## config.mk

```make
export PLATFORM = sky130hd
export DESIGN_NAME = avr_xmem_bridge
export DESIGN_NICKNAME = d
export VERILOG_FILES = /design/src/rtl/avr_xmem_bridge_pkg.sv /design/src/rtl/avr_xmem_bridge_line.sv /design/src/rtl/avr_xmem_bridge.sv
export SDC_FILE = /design/constraint.sdc
export NUM_CORES = 1
export LEC_CHECK = 0
export CORE_ASPECT_RATIO = 1.2
export CORE_MARGIN = 2
export CORE_UTILIZATION = 25
export CTS_CLUSTER_DIAMETER = 200
export DETAILED_ROUTE_END_ITERATION = 8
export PLACE_DENSITY = 0.54
export SYNTH_ARGS = -nofsm -noshare
export SYNTH_HDL_FRONTEND = slang
export SYNTH_HIERARCHICAL = 1
export SYNTH_SLANG_ARGS = --single-unit
```

## constraint.sdc

```tcl
create_clock -name clk -period 3.5 [get_ports clk]
set_input_delay 0.7 -clock clk [delete_from_list [all_inputs] [get_ports clk]]
set_output_delay 0.7 -clock clk [all_outputs]
set_load 0.05 [all_outputs]
```

## src/rtl/avr_xmem_bridge_pkg.sv

```systemverilog
// Shared definitions for the AVR external-memory bridge: FSM states,
// bus constants and small byte-lane helpers.
package avr_xmem_bridge_pkg;

    typedef enum logic [1:0] {
        ST_IDLE = 2'd0,
        ST_REQ  = 2'd1,
        ST_DONE = 2'd2
    } state_t;

    localparam logic [3:0] BE_ALL    = 4'hF;
    localparam logic [7:0] ERR_RDATA = 8'hFF;

    // Pick byte `lane` out of a 32-bit little-endian word.
    function automatic logic [7:0] byte_sel(input logic [31:0] w, input logic [1:0] lane);
        return w[{lane, 3'b000} +: 8];
    endfunction

    // One-hot byte enable for a single-byte write.
    function automatic logic [3:0] lane_be(input logic [1:0] lane);
        return 4'b0001 << lane;
    endfunction

endpackage

```

## src/rtl/avr_xmem_bridge_line.sv

```systemverilog
// One-word read line buffer: 32-bit data, word tag and valid flag.
// Supports whole-word fill, single-byte write-through merge, invalidate,
// tag compare and byte select.
module avr_xmem_bridge_line
    import avr_xmem_bridge_pkg::*;
#(
    parameter int AW = 8
) (
    input  logic          clk,
    input  logic          rst,
    input  logic          fill,
    input  logic [AW-1:0] fill_tag,
    input  logic [31:0]   fill_data,
    input  logic          merge,
    input  logic [1:0]    merge_lane,
    input  logic [7:0]    merge_byte,
    input  logic          inval,
    input  logic [AW-1:0] cmp_tag,
    input  logic [1:0]    rd_lane,
    output logic          hit,
    output logic [7:0]    rd_byte
);

    logic [7:0]    lane_data [4];
    logic [AW-1:0] tag_reg;
    logic          valid_reg;

    // Tag/valid update; invalidate beats a simultaneous fill.
    always_ff @(posedge clk or posedge rst) begin
        if (rst) begin
            tag_reg   <= '0;
            valid_reg <= 1'b0;
        end else begin
            if (fill)
                tag_reg <= fill_tag;
            if (inval)
                valid_reg <= 1'b0;
            else if (fill)
                valid_reg <= 1'b1;
        end
    end

    // Per-lane data: fill writes every lane, a merge only the addressed lane of a cached word.
    for (genvar gi = 0; gi < 4; gi++) begin : g_lane
        always_ff @(posedge clk or posedge rst) begin
            if (rst)
                lane_data[gi] <= '0;
            else if (fill)
                lane_data[gi] <= fill_data[gi*8 +: 8];
            else if (merge && hit && (merge_lane == 2'(gi)))
                lane_data[gi] <= merge_byte;
        end
    end

    assign hit     = valid_reg && (tag_reg == cmp_tag);
    assign rd_byte = lane_data[rd_lane];

endmodule

```

## src/rtl/avr_xmem_bridge.sv

```systemverilog
// AVR external-SRAM window slave bridged to a 32-bit req/ack system bus.
// A one-word line buffer serves sequential byte reads with no wait state;
// misses and writes (write-through) go to the bus with a timeout guard.
module avr_xmem_bridge
    import avr_xmem_bridge_pkg::*;
#(
    parameter logic [15:0] BASE_ADDR = 16'hE000,
    parameter int          SIZE      = 1024,
    parameter int          TIMEOUT   = 255,
    parameter bit          CACHE_EN  = 1'b1,
    localparam int         AW        = $clog2(SIZE) - 2
) (
    input  logic          clk,
    input  logic          rst,
    input  logic [15:0]   avr_a,
    input  logic [7:0]    avr_dout,
    output logic [7:0]    avr_din,
    input  logic          avr_cs,
    input  logic          avr_oe,
    input  logic          avr_we,
    output logic          avr_wait,
    output logic          bus_req,
    output logic          bus_we,
    output logic [AW-1:0] bus_addr,
    output logic [3:0]    bus_be,
    output logic [31:0]   bus_wdata,
    input  logic [31:0]   bus_rdata,
    input  logic          bus_ack,
    input  logic          inval,
    input  logic          err_clr,
    output logic          err
);

    state_t        state_reg, state_next;
    logic [15:0]   off;
    logic [AW-1:0] word;
    logic [1:0]    lane;
    logic          unused_off_bits;
    logic          access, rd_access, hit, start, timeout;
    logic          line_hit;
    logic [7:0]    line_byte;
    logic [AW-1:0] cmp_tag;
    logic [7:0]    cnt_reg;
    logic [1:0]    lane_reg;
    logic [7:0]    din_reg;
    logic          err_reg;
    logic          bus_req_reg, bus_we_reg;
    logic [AW-1:0] bus_addr_reg;
    logic [3:0]    bus_be_reg;
    logic [31:0]   bus_wdata_reg;

    // Window offset; addresses outside the window simply wrap.
    assign off             = avr_a - BASE_ADDR;
    assign word            = off[AW+1:2];
    assign lane            = off[1:0];
    assign unused_off_bits = ^off[15:AW+2];

    assign access    = avr_cs && (avr_oe || avr_we);
    assign rd_access = access && !avr_we;
    assign timeout   = (state_reg == ST_REQ) && !bus_ack && (cnt_reg == 8'(TIMEOUT - 1));
    assign cmp_tag   = (state_reg == ST_IDLE) ? word : bus_addr_reg;

    avr_xmem_bridge_line #(.AW(AW)) u_line (
        .clk        (clk),
        .rst        (rst),
        .fill       ((state_reg == ST_REQ) && bus_ack && !bus_we_reg),
        .fill_tag   (bus_addr_reg),
        .fill_data  (bus_rdata),
        .merge      ((state_reg == ST_REQ) && bus_ack && bus_we_reg),
        .merge_lane (lane_reg),
        .merge_byte (bus_wdata_reg[7:0]),
        .inval      (inval),
        .cmp_tag    (cmp_tag),
        .rd_lane    (lane),
        .hit        (line_hit),
        .rd_byte    (line_byte)
    );

    // FSM state register.
    always_ff @(posedge clk or posedge rst) begin
        if (rst)
            state_reg <= ST_IDLE;
        else
            state_reg <= state_next;
    end

    // Next-state: a miss or write opens a bus cycle, ack or timeout closes it.
    always_comb begin
        state_next = state_reg;
        case (state_reg)
            ST_IDLE: if (start) state_next = ST_REQ;
            ST_REQ:  if (bus_ack || timeout) state_next = ST_DONE;
            ST_DONE: state_next = ST_IDLE;
            default: state_next = ST_IDLE;
        endcase
    end

    // FSM outputs: hit detection, bus start and the combinational AVR stall.
    always_comb begin
        hit      = (state_reg == ST_IDLE) && rd_access && CACHE_EN && line_hit;
        start    = (state_reg == ST_IDLE) && access && !hit;
        avr_wait = !rst && access && !hit && (state_reg != ST_DONE);
    end

    // Bus request registers and timeout counter; outputs frozen while waiting for ack.
    always_ff @(posedge clk or posedge rst) begin
        if (rst) begin
            bus_req_reg   <= 1'b0;
            bus_we_reg    <= 1'b0;
            bus_addr_reg  <= '0;
            bus_be_reg    <= '0;
            bus_wdata_reg <= '0;
            lane_reg      <= '0;
            cnt_reg       <= '0;
        end else begin
            if (start) begin
                bus_req_reg   <= 1'b1;
                bus_we_reg    <= avr_we;
                bus_addr_reg  <= word;
                bus_be_reg    <= avr_we ? lane_be(lane) : BE_ALL;
                bus_wdata_reg <= {4{avr_dout}};
                lane_reg      <= lane;
                cnt_reg       <= '0;
            end else if (state_reg == ST_REQ) begin
                cnt_reg <= cnt_reg + 8'd1;
                if (bus_ack || timeout)
                    bus_req_reg <= 1'b0;
            end
        end
    end

    // Read data holder: updated on a hit, a read completion, or a read timeout.
    always_ff @(posedge clk or posedge rst) begin
        if (rst)
            din_reg <= ERR_RDATA;
        else if (hit)
            din_reg <= line_byte;
        else if ((state_reg == ST_REQ) && bus_ack && !bus_we_reg)
            din_reg <= byte_sel(bus_rdata, lane_reg);
        else if (timeout && !bus_we_reg)
            din_reg <= ERR_RDATA;
    end

    // Sticky error flag; a timeout wins over a simultaneous clear.
    always_ff @(posedge clk or posedge rst) begin
        if (rst)
            err_reg <= 1'b0;
        else if (timeout)
            err_reg <= 1'b1;
        else if (err_clr)
            err_reg <= 1'b0;
    end

    assign avr_din   = hit ? line_byte : din_reg;
    assign err       = err_reg;
    assign bus_req   = bus_req_reg;
    assign bus_we    = bus_we_reg;
    assign bus_addr  = bus_addr_reg;
    assign bus_be    = bus_be_reg;
    assign bus_wdata = bus_wdata_reg;

endmodule
```

==> results of run 1 <==
==> critical path: stages, from the launching register on <==
cell and delay (ns):
dfrtp_1 0.40, nor2_4 0.15, buf_2 0.21, mux2_2 0.36
inv_1 0.10, o221ai_4 0.13, nor4_4 0.22, nor2b_4 0.20
and4_4 0.25, buf_12 0.13, nand2_2 0.06, nand2_2 0.09
buf_12 0.14
==> cell usage in the layout (no fill, tap or decap), types with 14 or more instances in the layout <==
master           count
o21ai_0             20
mux4_2              16
dfrtp_1             76
mux2i_1             32
clkdlybuf4s50_1    101
nand2_1             52
mux2_2              23
a21oi_1             14
buf_4               30
nor2_1              20
o21ai_1             19
==> metrics by stage <==
step | TNS [ns] | util (%)
floorplan | 0 | -
global placement | -1.72 | 33.7
detailed placement | -1.80 | 33.7
CTS | -0.505 | 36.3
global route | -0.926 | 36.5
finish | 0 | 36.5
==> final timing paths <==
| path | startpoint | endpoint | cells past startpoint |
|---|---|---|---|
| min reg2reg | bus_be[0]$_DFFE_PP0P_ | bus_be[0]$_DFFE_PP0P_ | 1 |
| min | bus_be[0]$_DFFE_PP0P_ | bus_be[0]$_DFFE_PP0P_ | 1 |
| max | state_reg[0]$_DFFE_PP0P_ | avr_din[4] | 12 |
| max in group asynchronous | rst | din_reg[5]$_DFFE_PP1P_ | 3 |
| max reg2reg | state_reg[0]$_DFFE_PP0P_ | bus_wdata[30]$_DFFE_PP0P_ | 12 |
| min in group asynchronous | rst | u_line/lane_data[31]$_DFFE_PP0P_ | 2 |
==> routing by layer <==
layer	share of wire, %	global-route usage, %	wire length [microns]
met5	0	0	0
met4	2.0	5.18	265
met3	3.4	2.33	447
met2	51	23.1	6650
met1	43	16.9	5610
==> power groups by stage <==
stage                     clock (uW)  sequential, uW  combinational (uW)
after detailed placement           0            1770                2710
after global placement             0            1730                2670
after floorplan                    0            1960                1630
after global routing            1080            1830                2970
final                           1020            1760                2820
after CTS                       1040            1770                2810
==> logic make-up (layout without fill, tap and decap cells) <==
logic type / after synthesis / in the layout / synth area share, %
flip-flops: 84 / 84 / 45.3
AND/OR/NAND/NOR: 122 / 122 / 13.6
multiplexers: 81 / 81 / 22.5
AO/OA/AOI/OAI: 70 / 70 / 8.95
adder cells (fa/ha/maj): 2 / 2 / 0.536
XOR/XNOR: 9 / 9 / 2.33
buffers and inverters: 55 / 175 / 6.73
==> timing repair <==
item,4_1_cts,5_1_grt
gates cloned,2,0
setup buffers,4,6
resized for setup,18,8
endpoints found under the setup margin,9,9
pin swaps,2,4
==> layout make-up <==
type | count | area (sq um)
clock buffers | 13 | 280
inverters | 10 | 37.5
clock inverters | 3 | 42.5
well taps | 224 | 280
flip-flops and latches | 84 | 2110
repair buffers | 149 | 1530
fillers | 1826 | 11600
multi-input cells | 284 | 2370
==> results.md, run 1 <==
- Ys async rst share: 100%
- Finished Cell Area: 6660 sq um
- Avg Vias per Cell: 4.68
- Most flops, register: u_line/lane_data
- Largest net degree at the start of global routing: 43
- Slew Limit Fails: 0
- Worst-path maximum fanout: 8
- Synth Area per Inst: 11.0 sq um
- Overall routing resource usage: 13.5%
- Drt first pass iters: 6
- Outcome: completed
- Routed len/inst: 16.9 microns
- Synth top area share: 40.8%
- Top cell type by total area after synthesis: dfrtp_1
- Area Growth Syn to Fin: 42.6%
- Leakage: 0.00277 uW
- Critical path data arrival time: 2.78 ns
- Cell with the most instances after synthesis: dfrtp_1
- Tcrit/Tclk final: 99.4%
- Global placement routability congestion: 0.766
- Post-layout minimum cycle time: 3.48 ns
- Routed Antenna Nets: 0
- F_max: 287 MHz
- Layout Cells excl Fill: 767
- HP Class: reg2reg
- Starting Density: 25.6%
- Required time of the critical path: 2.80 ns
- Final hold slack: 0.499 ns
- Seq pwr share: 31.5%
- Clk Latency, worst-skew pair: 0.34 ns
- H-tree depth: 3
- Pint: 3250 uW
- RSZ-0062 raised after global routing: true
- Commonest cells post-synth: dfrtp_1 (76), nand2_1 (64), mux2i_1 (32)
- Peak VDD IR: 381 uV
- Vias in the first global route: 3925
- Post-Synthesis Net Count: 489
- DRT iter0 DRCs: 120
- Clk Tree Root Cell: clkbuf_16
- Tot Pwr: 5600 uW
- DRC viols: 0
- Via count: 3592
- Post-synthesis sequential area ratio: 45.3%
- Layout cell share with drive strength beyond 1: 27.4%
- GRT overflow: 0
- Comb pwr share: 50.3%
- Yosys cell types: 51
- Seq cells post-synth: 84
- Final setup viols: 0
- Std cell rows: 54
- PwrDens: 841 nW/um^2
- Sw Share: 41.9%
- R2r setup slk: 0.53 ns
- Hold_buf cts: 0
- Worst slew pin tran: 0.966 ns
- CP Capture Type: output pin
- Number of synthesized flops with an enable pin: 0
- First-pass GRT wire length: 20.6 mm
- PortBufs: 113
- Yosys warning total: 6
- Final worst slack: 0.0206 ns
- Total clock sinks: 84
- Synthesized area: 4670 sq um
- Max transition margin: 35.5%
- Largest register FFs: 32
- CTS clk-pin slew, worst paths: 0.06 ns
- Switching Power: 2340 uW
- Crit Path Class: reg2out
- Place WS: -0.224 ns
- DRT Wirelength: 13.0 mm
- CTS tree: done
- Inst Count DP: 741
- Placed cell area: 6140 sq um
- Clk pwr share: 18.2%
- Fin nets: 604
- Max-Cap Viols: 0
- Layout Skew: 0.00686 ns
- Top cells by area, synth: dfrtp_1 (41%), mux4_2 (7.7%), mux2i_1 (6.9%), mux2_2 (6.3%), nand2_1 (5.1%)
- Initial antenna violation count: 0
- Die area: 19800 sq um
- N_diodes: 0
- Hold Vio Cnt, Final: 0
- Chip Height: 154 microns
- I/O pin count: 120
- Final HPWL DP: 9.34 mm
- DIE WIDTH: 129 microns
- Longest Clk Path Bufs: 2
- Mapped Cells: 423
- Core area: 18200 sq um
- Main synth FF type: dfrtp_1
- Num CTS Buffers: 9
- Critical Path Source Type: flop
(Power assumes the default switching activity.)
==> run 2, diff against run 1 <==
- SLEW_MARGIN: default -> 20
- SYNTH_HIERARCHICAL: 1 -> default
==> results.md, run 2 <==
- Cell depth of the worst setup path: 8 (-4)
- Routed len/inst: 17.0 microns (+0.44%)
- Layout cell share with drive strength beyond 1: 19.5% (-8.0 points)
- Main synth FF type: dfrtp_1
- CP Capture Type: output pin
- Top cells by area, synth: dfrtp_1 (41%), mux4_2 (7.7%), nand2_1 (5.5%), o211ai_1 (5.2%), dfstp_2 (4.5%)
- Std cell rows: 54 (unchanged)
- Synthesized area: 4650 sq um (-0.35%)
- Leakage: 0.00264 uW (-4.7%)
- Leading cell types in the layout, fill and taps excluded: clkdlybuf4s50_1 (100), dfrtp_1 (75), nand2_1 (68)
- Starting Density: 25.5% (-0.089 points)
- F_max: 296 MHz (+2.9%)
- Clk Tree Root Cell: clkbuf_16
- Synth top area share: 40.9% (+0.14 points)
- Cell family with most CP delay: buffers and inverters
- Chip Height: 153 microns (-0.17%)
- Post-synthesis sequential area ratio: 45.4% (+0.16 points)
- Largest net degree at the start of global routing: 51 (+19%)
- Die area: 19700 sq um (-0.34%)
- N_diodes: 0 (unchanged)
- Cell with the most instances after synthesis: dfrtp_1
- First-pass GRT wire length: 21.0 mm (+2.1%)
- Ys async rst share: 100% (unchanged)
- Commonest non-fill, non-tap cell in the layout: clkdlybuf4s50_1
- Via count: 3750 (+4.4%)
- HP Class: reg2reg
- Tcrit/Tclk final: 96.6% (-2.8 points)
- Worst slew pin tran: 0.958 ns (-0.00827 ns)
- Most flops, register: u_line.lane_data
- Core area: 18200 sq um (unchanged)
- Final HPWL DP: 9.23 mm (-1.1%)
- DRT Wirelength: 13.1 mm (+1.2%)
- Max transition margin: 36.2% (+0.65 points)
- Yosys warning total: 0 (-6)
- Hold Path Stages: 2 (+1)
- Post-layout minimum cycle time: 3.38 ns (-0.0983 ns)
- CTS clk-pin slew, worst paths: 0.06 ns (about the same)
- Layout Skew: 0.00465 ns (-0.00221 ns)
- Routed Antenna Nets: 0 (unchanged)
- I/O pin count: 120 (unchanged)
- Largest register FFs: 32 (unchanged)
- WP buf/inv: 2 (-2)
- Yosys cell types: 43 (-16%)
- Peak VDD IR: 376 uV (-1.2%)
- Drt first pass iters: 4 (-2)
- DRC viols: 0 (unchanged)
- Critical path data arrival time: 2.68 ns (-0.10 ns)
- RSZ-0062 raised after global routing: false
- Tot Pwr: 5350 uW (-4.4%)
- CP max-delay cell: clkdlybuf4s50_1
- Num CTS Buffers: 9 (unchanged)
- Crit Path Class: in2out
- Commonest cells post-synth: dfrtp_1 (76), nand2_1 (68), nand3_1 (38)
- Top cell type by total area after synthesis: dfrtp_1
- Area Growth Syn to Fin: 36.1%
- Synth Area per Inst: 10.5 sq um (-4.8%)
- Post-Synthesis Net Count: 509 (+4.1%)
- Clk Latency, worst-skew pair: 0.34 ns (about the same)
- CP max stage delay: 0.51 ns (+0.11 ns)
- Global placement routability congestion: 0.742 (-3.1%)
- CTS tree: done
- Cells on worst reg2reg path: 9 (-3)
- DRT iter0 DRCs: 252 (+110%)
- Final hold slack: 0.496 ns (-0.00283 ns)
- Final setup viols: 0 (unchanged)
- Mapped Cells: 443 (+4.7%)
- Vias in the first global route: 3975 (+1.3%)
- PortBufs: 113 (unchanged)
- Required time of the critical path: 2.80 ns (about the same)
- GRT overflow: 0 (unchanged)
- Worst-path maximum fanout: 7 (-1)
- Slew Limit Fails: 0 (unchanged)
- Longest Clk Path Bufs: 2 (unchanged)
- Seq cells post-synth: 84 (unchanged)
- Avg Vias per Cell: 4.85 (+3.6%)
- Worst-path cell chain: clkdlybuf4s50_1, xnor2_1, nand3_1, a22oi_2, and3_4, nand3_4, mux2_4, buf_8
- Overall routing resource usage: 13.7% (+0.17 points)
- Max-Cap Viols: 0 (unchanged)
- Hold_buf cts: 0 (unchanged)
- PwrDens: 845 nW/um^2 (+0.51%)
- Critical Path Source Type: input port
- Initial antenna violation count: 0 (unchanged)
- Total clock sinks: 84 (unchanged)
- Number of synthesized flops with an enable pin: 0 (unchanged)
- Fin nets: 610 (+0.99%)
- Outcome: completed
- H-tree depth: 3 (unchanged)
- DIE WIDTH: 129 microns (-0.17%)
- Hold Vio Cnt, Final: 0 (unchanged)
run 2: kinds of logic (layout without fill, tap and decap cells):
family                     count (synthesis)  in the layout  synth area share [%]
adders and majority gates                  2              2                 0.538
DFF                                       84             84                  45.4
xor gates and xnor gates                  16             16                  3.01
buffers and inverters                     65            170                  8.02
and+or+nand+nor                          159            160                  15.7
muxes                                     50             50                  16.8
AOI/OAI and AO/OA                         67             67                  10.6
run 2: metrics by stage:
stage / util (%) / instance area (sq um) / setup TNS (ns) / setup slack [ns] / std cells
floorplan: - / 4650 / 0 / 0.350 / 443
detailed placement: 32.5 / 5930 / -1.65 / -0.208 / 752
CTS: 34.7 / 6320 / 0 / 0.0119 / 773
global route: 34.7 / 6330 / 0 / 0.0163 / 773
global placement: 32.5 / 5930 / -1.28 / -0.161 / 752
finish: 34.7 / 6330 / 0 / 0.119 / 773
run 2: report_power, final:
part | switching, uW | internal (uW)
registers | 357 | 1390
clock network | 412 | 594
logic | 1500 | 1100
total | 2270 | 3080
run 2: routing by layer:
layer / vias up / wire (microns) / global-route usage, %
met1: 1884 / 5840 / 18.1
li1: 1750 / - / -
met4: 0 / 193 / 4.66
met3: 15 / 564 / 2.24
met5: - / 0 / 0
met2: 101 / 6540 / 22.7
run 2: repair_timing:
item | CTS | global route
gates resized for setup | 15 | 3
hold endpoints to repair | 0 | 0
cloned | 1 | 0
pin swaps | 7 | 3
endpoints found under the setup margin | 8 | 8
buffers inserted | 4 | 0
run 2: final timing paths:
path | from | endpoint | slack, ns
max | avr_a[3] | avr_din[0] | 0.12
min | u_line.tag_reg[7]$_DFFE_PP0P_ | u_line.tag_reg[7]$_DFFE_PP0P_ | 0.50
max reg2reg | state_reg[0]$_DFFE_PP0P_ | bus_wdata[29]$_DFFE_PP0P_ | 0.73
min reg2reg | u_line.tag_reg[7]$_DFFE_PP0P_ | u_line.tag_reg[7]$_DFFE_PP0P_ | 0.50
max in group asynchronous | rst | din_reg[5]$_DFFE_PP1P_ | 1.95
min in group asynchronous | rst | bus_addr[7]$_DFFE_PP0P_ | 0.79
run 2: worst register-to-register path: stages (launching register included):
cell and delay (ns):
dfrtp_1 0.48, or3b_1 0.41, buf_4 0.14, a21oi_1 0.18
a211oi_2 0.08, and3_4 0.23, buf_4 0.16, a21boi_4 0.42
buf_4 0.23, mux2_1 0.32
run 2: layout make-up:
type,instances,area [sq um]
Clock inverter,5,58.8
Fill cell,1839,11900
Timing Repair Buffer,140,1370
Inverter,14,53.8
Tap cell,224,280
Clock buffer,11,253
Sequential cell,84,2110
Multi-Input combinational cell,295,2210
==> run 3, diff against run 2 <==
--- a/config.mk
+++ b/config.mk
@@ -8,3 +8,3 @@
 export CORE_ASPECT_RATIO = 1.2
-export CORE_MARGIN = 2
+export CORE_MARGIN = 4
 export CORE_UTILIZATION = 25
==> constraint.sdc (replaced) <==
create_clock -name clk -period 3.35 [get_ports clk]
set_input_delay 0.67 -clock clk [delete_from_list [all_inputs] [get_ports clk]]
set_output_delay 0.67 -clock clk [all_outputs]
set_load 0.02 [all_outputs]
==> results.md, run 3 (synthesis gave the netlist of run 2 again) <==
- H-tree depth: 3 (unchanged)
- Crit Path Class: in2out
- Worst slew pin tran: 0.722 ns (-0.236 ns)
- F_max: 305 MHz
- Via count: 3700 (-1.3%)
- Critical path data arrival time: 2.61 ns (-0.07 ns)
- DRT iter0 DRCs: 231 (-8.3%)
- Largest register FFs: 32 (unchanged)
- Outcome: completed
- Longest Clk Path Bufs: 2 (unchanged)
- Worst-path cell chain: dlygate4sd2_1, nor3b_2, or3_4, a211oi_4, and3_4, nand3_4, mux2_4, buf_6
- Peak VDD IR: 251 uV (-33%)
- Core Util, Final: 35.1% (+0.37 points)
- Fillers: 1851 (+0.65%)
- Die area: 20900 sq um (+5.8%)
- Commonest non-fill, non-tap cell in the layout: clkdlybuf4s50_1
- Cells on worst reg2reg path: 9 (unchanged)
- Hold Path Stages: 2 (unchanged)
- Fin nets: 615 (+0.82%)
- Critical Path Source Type: input port
- Num CTS Buffers: 9 (unchanged)
- Std cell rows: 54 (unchanged)
- Required time of the critical path: 2.68 ns (-0.12 ns)
- Cell depth of the worst setup path: 8 (unchanged)
- Starting Density: 25.5% (unchanged)
- Hold Vio Cnt, Final: 0 (unchanged)
- Chip Height: 157 microns (+2.6%)
- Max-Cap Viols: 0 (unchanged)
- DRC viols: 0 (unchanged)
- Slew Limit Fails: 0 (unchanged)
- Max transition margin: 51.9% (+16 points)
- CP max-delay cell: mux2_4
- Cell family with most CP delay: simple AND/OR/NAND/NOR gates
- Final hold slack: 0.507 ns (+0.0109 ns)
- I/O pin count: 120 (unchanged)
- GRT overflow: 0 (unchanged)
- Clk Latency, worst-skew pair: 0.34 ns (about the same)
- Area Growth Syn to Fin: 37.6%
- CP Capture Type: output pin
- DRT Wirelength: 13.6 mm (+3.4%)
- PortBufs: 113 (unchanged)
- First-pass GRT wire length: 21.5 mm (+2.2%)
- PwrDens: 794 nW/um^2 (-6.0%)
- Leading cell types in the layout, fill and taps excluded: clkdlybuf4s50_1 (98), dfrtp_1 (74), nand2_1 (68)
- Total clock sinks: 84 (unchanged)
- N_diodes: 0 (unchanged)
- WP buf/inv: 2 (unchanged)
- Vias in the first global route: 3941 (-0.86%)
- Final HPWL DP: 9.60 mm (+4.0%)
- Layout cell share with drive strength beyond 1: 21.2% (+1.7 points)
- Largest net degree at the start of global routing: 48 (-5.9%)
- Clk Tree Root Cell: clkbuf_16
- Overall routing resource usage: 13.1% (-0.55 points)
- Setup TNS: 0 ns (unchanged)
- Routed len/inst: 17.5 microns (+2.8%)
- Most flops, register: u_line.lane_data
- Hold_buf cts: 0 (unchanged)
- Avg Vias per Cell: 4.76 (-1.8%)
- CTS clk-pin slew, worst paths: 0.06 ns (about the same)
- Final setup viols: 0 (unchanged)
- Routed Antenna Nets: 0 (unchanged)
- CTS tree: done
- Tcrit/Tclk final: 98.0%
- Worst-path maximum fanout: 7 (unchanged)
- HP Class: reg2reg
- Layout Skew: 0.00740 ns (+0.00275 ns)
- Drt first pass iters: 4 (unchanged)
- Leakage: 0.00268 uW (+1.7%)
- Core area: 18200 sq um (unchanged)
- RSZ-0062 raised after global routing: true
- CP max stage delay: 0.37 ns (-0.14 ns)
- Post-layout minimum cycle time: 3.28 ns
- Initial antenna violation count: 0 (unchanged)
- DIE WIDTH: 133 microns (+3.1%)
- Global placement routability congestion: 0.733 (-1.3%)
==> run 3: cell count changes in the layout (fill, tap and decap cells not counted), moves of 2 or more <==
cell,before,now
o21ai_0,5,3
clkbuf_2,0,5
clkdlybuf4s50_1,100,98
o21ai_1,0,2
or3_1,2,0
clkinvlp_4,2,0
or3_4,0,2
==> run 3: worst paths after layout <==
check | from | to | slack [ns]
setup / recovery | avr_a[9] | avr_din[4] | 0.07
max in group asynchronous | rst | din_reg[6]$_DFFE_PP1P_ | 1.82
setup reg to reg | state_reg[0]$_DFFE_PP0P_ | din_reg[3]$_DFFE_PP1P_ | 0.79
hold reg to reg | u_line.tag_reg[0]$_DFFE_PP0P_ | u_line.tag_reg[0]$_DFFE_PP0P_ | 0.51
hold / removal | u_line.tag_reg[0]$_DFFE_PP0P_ | u_line.tag_reg[0]$_DFFE_PP0P_ | 0.51
min in group asynchronous | rst | bus_addr[7]$_DFFE_PP0P_ | 0.76
==> run 3: timing repair <==
item	4_1_cts	5_1_grt
gates resized for setup	61	10
pin swaps	8	6
setup endpoints to repair	9	9
cloned	1	0
buffers inserted	3	5
==> run 3: metal layers <==
layer  track usage [%]  vias to the layer above  part of all wire (%)
met1              16.9                     1843                    45
met5                 0                        -                     0
met3              3.48                       15                   4.2
met4              4.26                        0                   1.4
met2              21.7                       86                    49
li1                  -                     1756                     -
==> run 3: final cells by class <==
class                           instances  area, sq um  area share [%]
Clock buffer                           11          243            3.79
Sequential cell                        84         2110            33.1
Clock inverter                          4         73.8            1.15
Inverter                               14         53.8           0.841
Tap cell                              224          280            4.38
Timing Repair Buffer                  145         1400            21.9
Multi-Input combinational cell        295         2230            34.9
==> run 3: per-stage QoR <==
| stage | total power, uW | setup slack (ns) | instance area (sq um) | instances |
|---|---|---|---|---|
| final | 5080 | 0.0678 | 6400 | 777 |
| after global routing | 5410 | -0.0155 | 6400 | 777 |
| after CTS | 5130 | 0.0194 | 6360 | 772 |
| after detailed placement | 3970 | -0.645 | 5970 | 753 |
| after global placement | 3900 | -0.599 | 5970 | 753 |
| after floorplan | 3200 | 0.309 | 4650 | 443 |
==> run 3: power by group <==
| part | switching (uW) | internal [uW] |
|---|---|---|
| Sequential | 372 | 1460 |
| Clock | 413 | 670 |
| Combinational | 1000 | 1170 |
==> run 3: tightest hold or removal path, stage by stage (launching register included) <==
cell	delay [ns]
dfrtp_1	0.36
nand2_1	0.06
nand2_1	0.06
